[src/rtl/result_if.sv]
// Bundles the capture-side and read-back signals of the result store.
// master: the CPU/bench side that drives captures and read addresses.
// slave: the result store itself, which returns registered state.
interface result_if #(
    parameter int DATA_W = 8,
    parameter int ADDR_W = 8
);
    logic              eo;
    logic [ADDR_W-1:0] addr;
    logic [DATA_W-1:0] in;
    logic [ADDR_W-1:0] rd_addr;
    logic [DATA_W-1:0] rd_data;
    logic              rd_valid;
    logic [DATA_W-1:0] last_data;
    logic [ADDR_W-1:0] last_addr;
    logic [ADDR_W-1:0] wr_count;
    logic              any_written;

    modport master (
        output eo, addr, in, rd_addr,
        input  rd_data, rd_valid, last_data, last_addr, wr_count, any_written
    );

    modport slave (
        input  eo, addr, in, rd_addr,
        output rd_data, rd_valid, last_data, last_addr, wr_count, any_written
    );
endinterface

[src/rtl/result.sv]
// Result-capture store: logs every CPU output byte into a 2**ADDR_W x DATA_W memory.
// Latency: capture visible on the next edge; read-back is 1 cycle, write-first on collision.
// No backpressure: a capture is accepted on every edge with eo high.
module result #(
    parameter int DATA_W = 8,
    parameter int ADDR_W = 8
) (
    input  logic     clk,
    input  logic     rst,
    result_if.slave  bus
);
    localparam int DEPTH = 1 << ADDR_W;

    // Memory contents are never reset; the written flags say which words are real.
    logic [DATA_W-1:0] mem_q [DEPTH];
    logic [DEPTH-1:0]  written_q,     written_d;
    logic [DATA_W-1:0] rd_data_q,     rd_data_d;
    logic              rd_valid_q,    rd_valid_d;
    logic [DATA_W-1:0] last_data_q,   last_data_d;
    logic [ADDR_W-1:0] last_addr_q,   last_addr_d;
    logic [ADDR_W-1:0] wr_count_q,    wr_count_d;
    logic              any_written_q, any_written_d;
    logic              rd_hit;

    // Next-state: capture bookkeeping plus write-first read-back.
    always_comb begin
        written_d     = written_q;
        last_data_d   = last_data_q;
        last_addr_d   = last_addr_q;
        wr_count_d    = wr_count_q;
        any_written_d = any_written_q;
        if (bus.eo) begin
            written_d[bus.addr] = 1'b1;
            last_data_d         = bus.in;
            last_addr_d         = bus.addr;
            wr_count_d          = wr_count_q + ADDR_W'(1);
            any_written_d       = 1'b1;
        end
        // A capture to the address being read this edge must be seen immediately.
        rd_hit     = bus.eo && (bus.addr == bus.rd_addr);
        rd_data_d  = rd_hit ? bus.in : mem_q[bus.rd_addr];
        rd_valid_d = rd_hit | written_q[bus.rd_addr];
    end

    // Control and read registers, cleared asynchronously.
    always_ff @(posedge clk or posedge rst) begin
        if (rst) begin
            written_q     <= '0;
            rd_data_q     <= '0;
            rd_valid_q    <= 1'b0;
            last_data_q   <= '0;
            last_addr_q   <= '0;
            wr_count_q    <= '0;
            any_written_q <= 1'b0;
        end else begin
            written_q     <= written_d;
            rd_data_q     <= rd_data_d;
            rd_valid_q    <= rd_valid_d;
            last_data_q   <= last_data_d;
            last_addr_q   <= last_addr_d;
            wr_count_q    <= wr_count_d;
            any_written_q <= any_written_d;
        end
    end

    // Storage array: plain write port, held off while reset is asserted.
    always_ff @(posedge clk) begin
        if (!rst && bus.eo) begin
            mem_q[bus.addr] <= bus.in;
        end
    end

    assign bus.rd_data     = rd_data_q;
    assign bus.rd_valid    = rd_valid_q;
    assign bus.last_data   = last_data_q;
    assign bus.last_addr   = last_addr_q;
    assign bus.wr_count    = wr_count_q;
    assign bus.any_written = any_written_q;
endmodule

[src/flat_wrapper.sv]
// flat-port wrapper written by rule: the top's interface ports become plain ports
module result_flat 
#(
    parameter int DATA_W = 8,
    parameter int ADDR_W = 8
)
  (clk, rst, bus_eo, bus_addr, bus_in, bus_rd_addr, bus_rd_data, bus_rd_valid, bus_last_data, bus_last_addr, bus_wr_count, bus_any_written);
  result_if #(.DATA_W(DATA_W), .ADDR_W(ADDR_W)) bus_i ();
  input  logic clk;
  input  logic rst;
  input wire logic [$bits(bus_i.eo)-1:0] bus_eo;
  input wire logic [$bits(bus_i.addr)-1:0] bus_addr;
  input wire logic [$bits(bus_i.in)-1:0] bus_in;
  input wire logic [$bits(bus_i.rd_addr)-1:0] bus_rd_addr;
  output wire logic [$bits(bus_i.rd_data)-1:0] bus_rd_data;
  output wire logic [$bits(bus_i.rd_valid)-1:0] bus_rd_valid;
  output wire logic [$bits(bus_i.last_data)-1:0] bus_last_data;
  output wire logic [$bits(bus_i.last_addr)-1:0] bus_last_addr;
  output wire logic [$bits(bus_i.wr_count)-1:0] bus_wr_count;
  output wire logic [$bits(bus_i.any_written)-1:0] bus_any_written;
  assign bus_i.eo = bus_eo;
  assign bus_i.addr = bus_addr;
  assign bus_i.in = bus_in;
  assign bus_i.rd_addr = bus_rd_addr;
  assign bus_rd_data = bus_i.rd_data;
  assign bus_rd_valid = bus_i.rd_valid;
  assign bus_last_data = bus_i.last_data;
  assign bus_last_addr = bus_i.last_addr;
  assign bus_wr_count = bus_i.wr_count;
  assign bus_any_written = bus_i.any_written;
  result #(.DATA_W(DATA_W), .ADDR_W(ADDR_W)) u_core (.clk(clk), .rst(rst), .bus(bus_i));
endmodule
[config.mk]
export PLATFORM = sky130hd
export DESIGN_NAME = result_flat
export DESIGN_NICKNAME = d
export VERILOG_FILES = /design/src/rtl/result_if.sv /design/src/rtl/result.sv /design/src/flat_wrapper.sv
export SDC_FILE = /design/constraint.sdc
export NUM_CORES = 2
export LEC_CHECK = 0
export CAP_MARGIN = 20
export CORE_MARGIN = 4
export CORE_UTILIZATION = 45
export DETAILED_ROUTE_END_ITERATION = 10
export GPL_TIMING_DRIVEN = 0
export PLACE_DENSITY = 0.69
export SLEW_MARGIN = 40
export SYNTH_ARGS = -nofsm -noshare
export SYNTH_HDL_FRONTEND = slang
export SYNTH_SLANG_ARGS = --single-unit
[constraint.sdc]
create_clock -name clk -period 20.2 [get_ports clk]
set_clock_uncertainty 0.15 [all_clocks]
set_input_delay 4.04 -clock clk [delete_from_list [all_inputs] [get_ports clk]]
set_output_delay 4.04 -clock clk [all_outputs]
set_load 0.05 [all_outputs]
==> results.yml <==
outcome:
  outcome: "completed"
synth:
  synth-seq-cells: 2338
  synthArstFlopShare_pct: 12.4
  yosysMostFrequentCell: "edfxtp_1"
  syn_nets: 4727
  synthCells: 4699
  yosysWarnings: 0
  yosysSeqAreaShare_pct: 74.8
  syn_area_per_cell_um2: 19.6
  synth_top_cell_area_share_pct: 66.9
  synth_top_flop_cell: "edfxtp_1"
  synth.cell_area_um2: 91900
  synth_top_cells_by_area: "edfxtp_1 (67%), mux4_2 (12%), dfrtp_1 (7.9%), mux2i_1 (2.4%), nor2_1 (1.3%)"
  synth-edff-count: 2048
  yosys.area.top_type: "edfxtp_1"
  synth_cell_types: 64
  ys_top_cells_by_count: "edfxtp_1 (2048), mux4_2 (505), nor2_1 (322)"
critical_path:
  cp_slowest_stage_delay_ns: 0.86
  crit_fanout: 11
  cp_slowest_cell: "clkdlybuf4s50_1"
  cp.required_ns: 20.75
  critPathLaunchType: "primary input"
  crit_type: "primary input to flop"
  cp_num_buf_inv: 6
  arrival_ns: 10.19
  cp_top_family: "buffers and inverters"
  endpoint_kind: "flop"
  crit_chain: "clkdlybuf4s50_1 -> clkbuf_1 -> buf_2 -> buf_2 -> clkbuf_2 -> clkbuf_2 -> nand3_1 -> o211ai_1 -> nand4_1 -> o31ai_1 -> o211ai_1"
placement:
  pre_cts_ws_ns: 10.24
  port_buffers: 47
  gp_congestion: 1.02
  dpl.hpwl_mm: 241
hold_path:
  hold_class: "flop to flop"
die:
  die_y_um: 460
  initial_core_util_pct: 45.3
  fp-row-count: 165
  die_x_um: 460
  io_pins: 61
  dieArea_um2: 212000
  coreArea_um2: 203000
timing:
  min_period_ns: 9.65
  setup_violations: 0
  max_freq_ghz: 0.104
  worst_slew_pin_slew_ns: 1.02
  setup_slack_ns: 10.55
  period_share_pct: 47.8
  grt_setup_unrepaired: "false"
  finalMaxSlewViolations: 0
  finalHoldViolCount: 0
  whs_ns: 0.299
  max-slew-margin-rel_pct: 31.8
clocking:
  clock_path_buffers: 3
  cts_hold_buf: 0
  cts-root-buf: "clkbuf_16"
  numCtsBuffers: 220
  cts_tree: "done"
  insertion_delay_ns: 0.93
  cts_sinks: 2338
  cts.repair.resized: 0
  postCtsSetupBuffers: 0
  clk_pin_slew_worst_paths_ns: 0.06
  htree_levels: 4
global_route:
  gr-total-overflow: 0
  grt_usage_pct: 33.9
  antenna_found_initial: 30
  grt_pass1_wl_mm: 475
  grt_pass1_vias: 52200
  grt_max_degree: 101
power:
  power_mw: 10.4
  p_sw_share_pct: 24.6
  p_switching_mw: 2.57
  clockPowerShare_pct: 40.1
  internal_power_mw: 7.86
  vdd_ir_drop_max_v: 0.0000897
  combPwrFrac_pct: 8.6
  pwr-share-seq_pct: 51.3
  leakagePower_nw: 35.8
  power_density_nw_per_um2: 98.7
route:
  final_antenna_net_count: 0
  routed_wl_mm: 361
  first_pass_iters: 9
  drcViolationCount: 0
  wl_per_cell_um: 45.5
  vias: 56100
  drt-initial-drc-count: 12100
  vias_per_cell: 7.07
layout:
  synthToLayoutAreaGrowth_pct: 14.9
  layout-drive-gt1-share_pct: 27.0
  fin_nets: 5077
  utilization_pct: 52.1
flow_run:
  max-cap-violations: 0
-- power groups by stage --
stage	Clock (mW)	Combinational [mW]	Sequential, mW
floorplan	0	0.334	5.49
global placement	0	0.790	5.50
detailed placement	0	0.847	5.45
CTS	4.14	0.850	5.35
global route	4.36	0.884	5.35
finish	4.18	0.898	5.35
-- flip-flops by register name, indices dropped and copies added (netlist names) --
register and count:
u_core.bus.wr_count 8, u_core.mem_q 2048, u_core.bus.any_written 1, u_core.bus.rd_data 8, u_core.bus.last_data 8, u_core.written_q 256
u_core.bus.rd_valid 1, u_core.bus.last_addr 8
-- worst paths after layout --
check,cells after the start,end,start,slack [ns]
setup reg to reg,7,u_core.bus.rd_data[4],u_core.mem_q[103][4],16.46
max in group asynchronous,7,u_core.written_q[160],rst,14.81
setup / recovery,11,u_core.bus.rd_data[1],bus_rd_addr[4],10.55
hold reg to reg,1,u_core.written_q[59],u_core.written_q[59],0.30
hold / removal,1,u_core.written_q[59],u_core.written_q[59],0.30
min in group asynchronous,3,u_core.written_q[123],rst,3.75
-- cell usage in the layout, fill, tap and decap left out, drive strengths merged, types with 14 or more instances in the layout --
cell	Yosys	final
a21o	131	131
a21oi	32	32
a221oi	30	30
a22o	24	24
a22oi	52	52
a31oi	29	29
and2	20	20
buf	146	233
clkbuf	164	458
clkdlybuf4s50	0	39
clkinv	2	90
dfrtp	290	290
diode	0	26
edfxtp	2048	2048
inv	6	14
mux2	43	43
mux2i	221	221
mux4	505	505
nand2	136	136
nand2b	14	14
nand3	41	41
nand4	17	17
nor2	322	322
nor2b	15	15
nor3	18	18
o211ai	31	31
o21ai	46	46
o21bai	128	128
o221ai	36	36
o22ai	52	52
-- cell families (layout without fill, tap and decap cells) --
kind of cell	after synthesis	count (layout)	share of synthesized area (%)
flops	2338	2338	74.8
mux	769	769	15.3
compound gates	652	652	5.19
simple gates	606	606	2.81
buf+inv	318	854	1.73
xor+xnor	15	15	0.143
fa+ha+maj	1	1	0.0136
other cells	0	26	0
-- through the flow --
stage / setup TNS [ns] / cell area (um2) / cells
after CTS: 0 / 105000 / 7904
after detailed placement: 0 / 98100 / 7496
after floorplan: 0 / 91900 / 4699
after global placement: -3528.46 / 95700 / 7418
final: 0 / 106000 / 7933
after global routing: 0 / 106000 / 7909
-- area by class of cell --
type	count	area (um2)
clock inverter	115	1140
inverter	8	30.0
sequential	2338	68800
buffer	310	1760
tap	2672	3340
multi-input combinational	2043	22200
clock buffer	293	6020
timing repair buffer	128	2320
antenna	26	65.1
fill	15800	97100
-- layer usage --
metal | GRT usage, % | vias up | routed length, um
met3 | 16.7 | 1237 | 65300
met2 | 45.7 | 5912 | 147000
li1 | - | 19900 | -
met5 | 0.0918 | - | 205
met1 | 43.6 | 29000 | 119000
met4 | 21.5 | 26 | 29300
-- worst reg2reg max path, stage by stage, from the launching register on --
cell and delay [ns]:
edfxtp_1 0.37, mux4_2 0.50, mux4_2 0.54, nor2_1 0.24
a211oi_1 0.22, a211oi_1 0.82, o22a_1 0.35, a41oi_1 0.31
(Power assumes the default switching activity.)
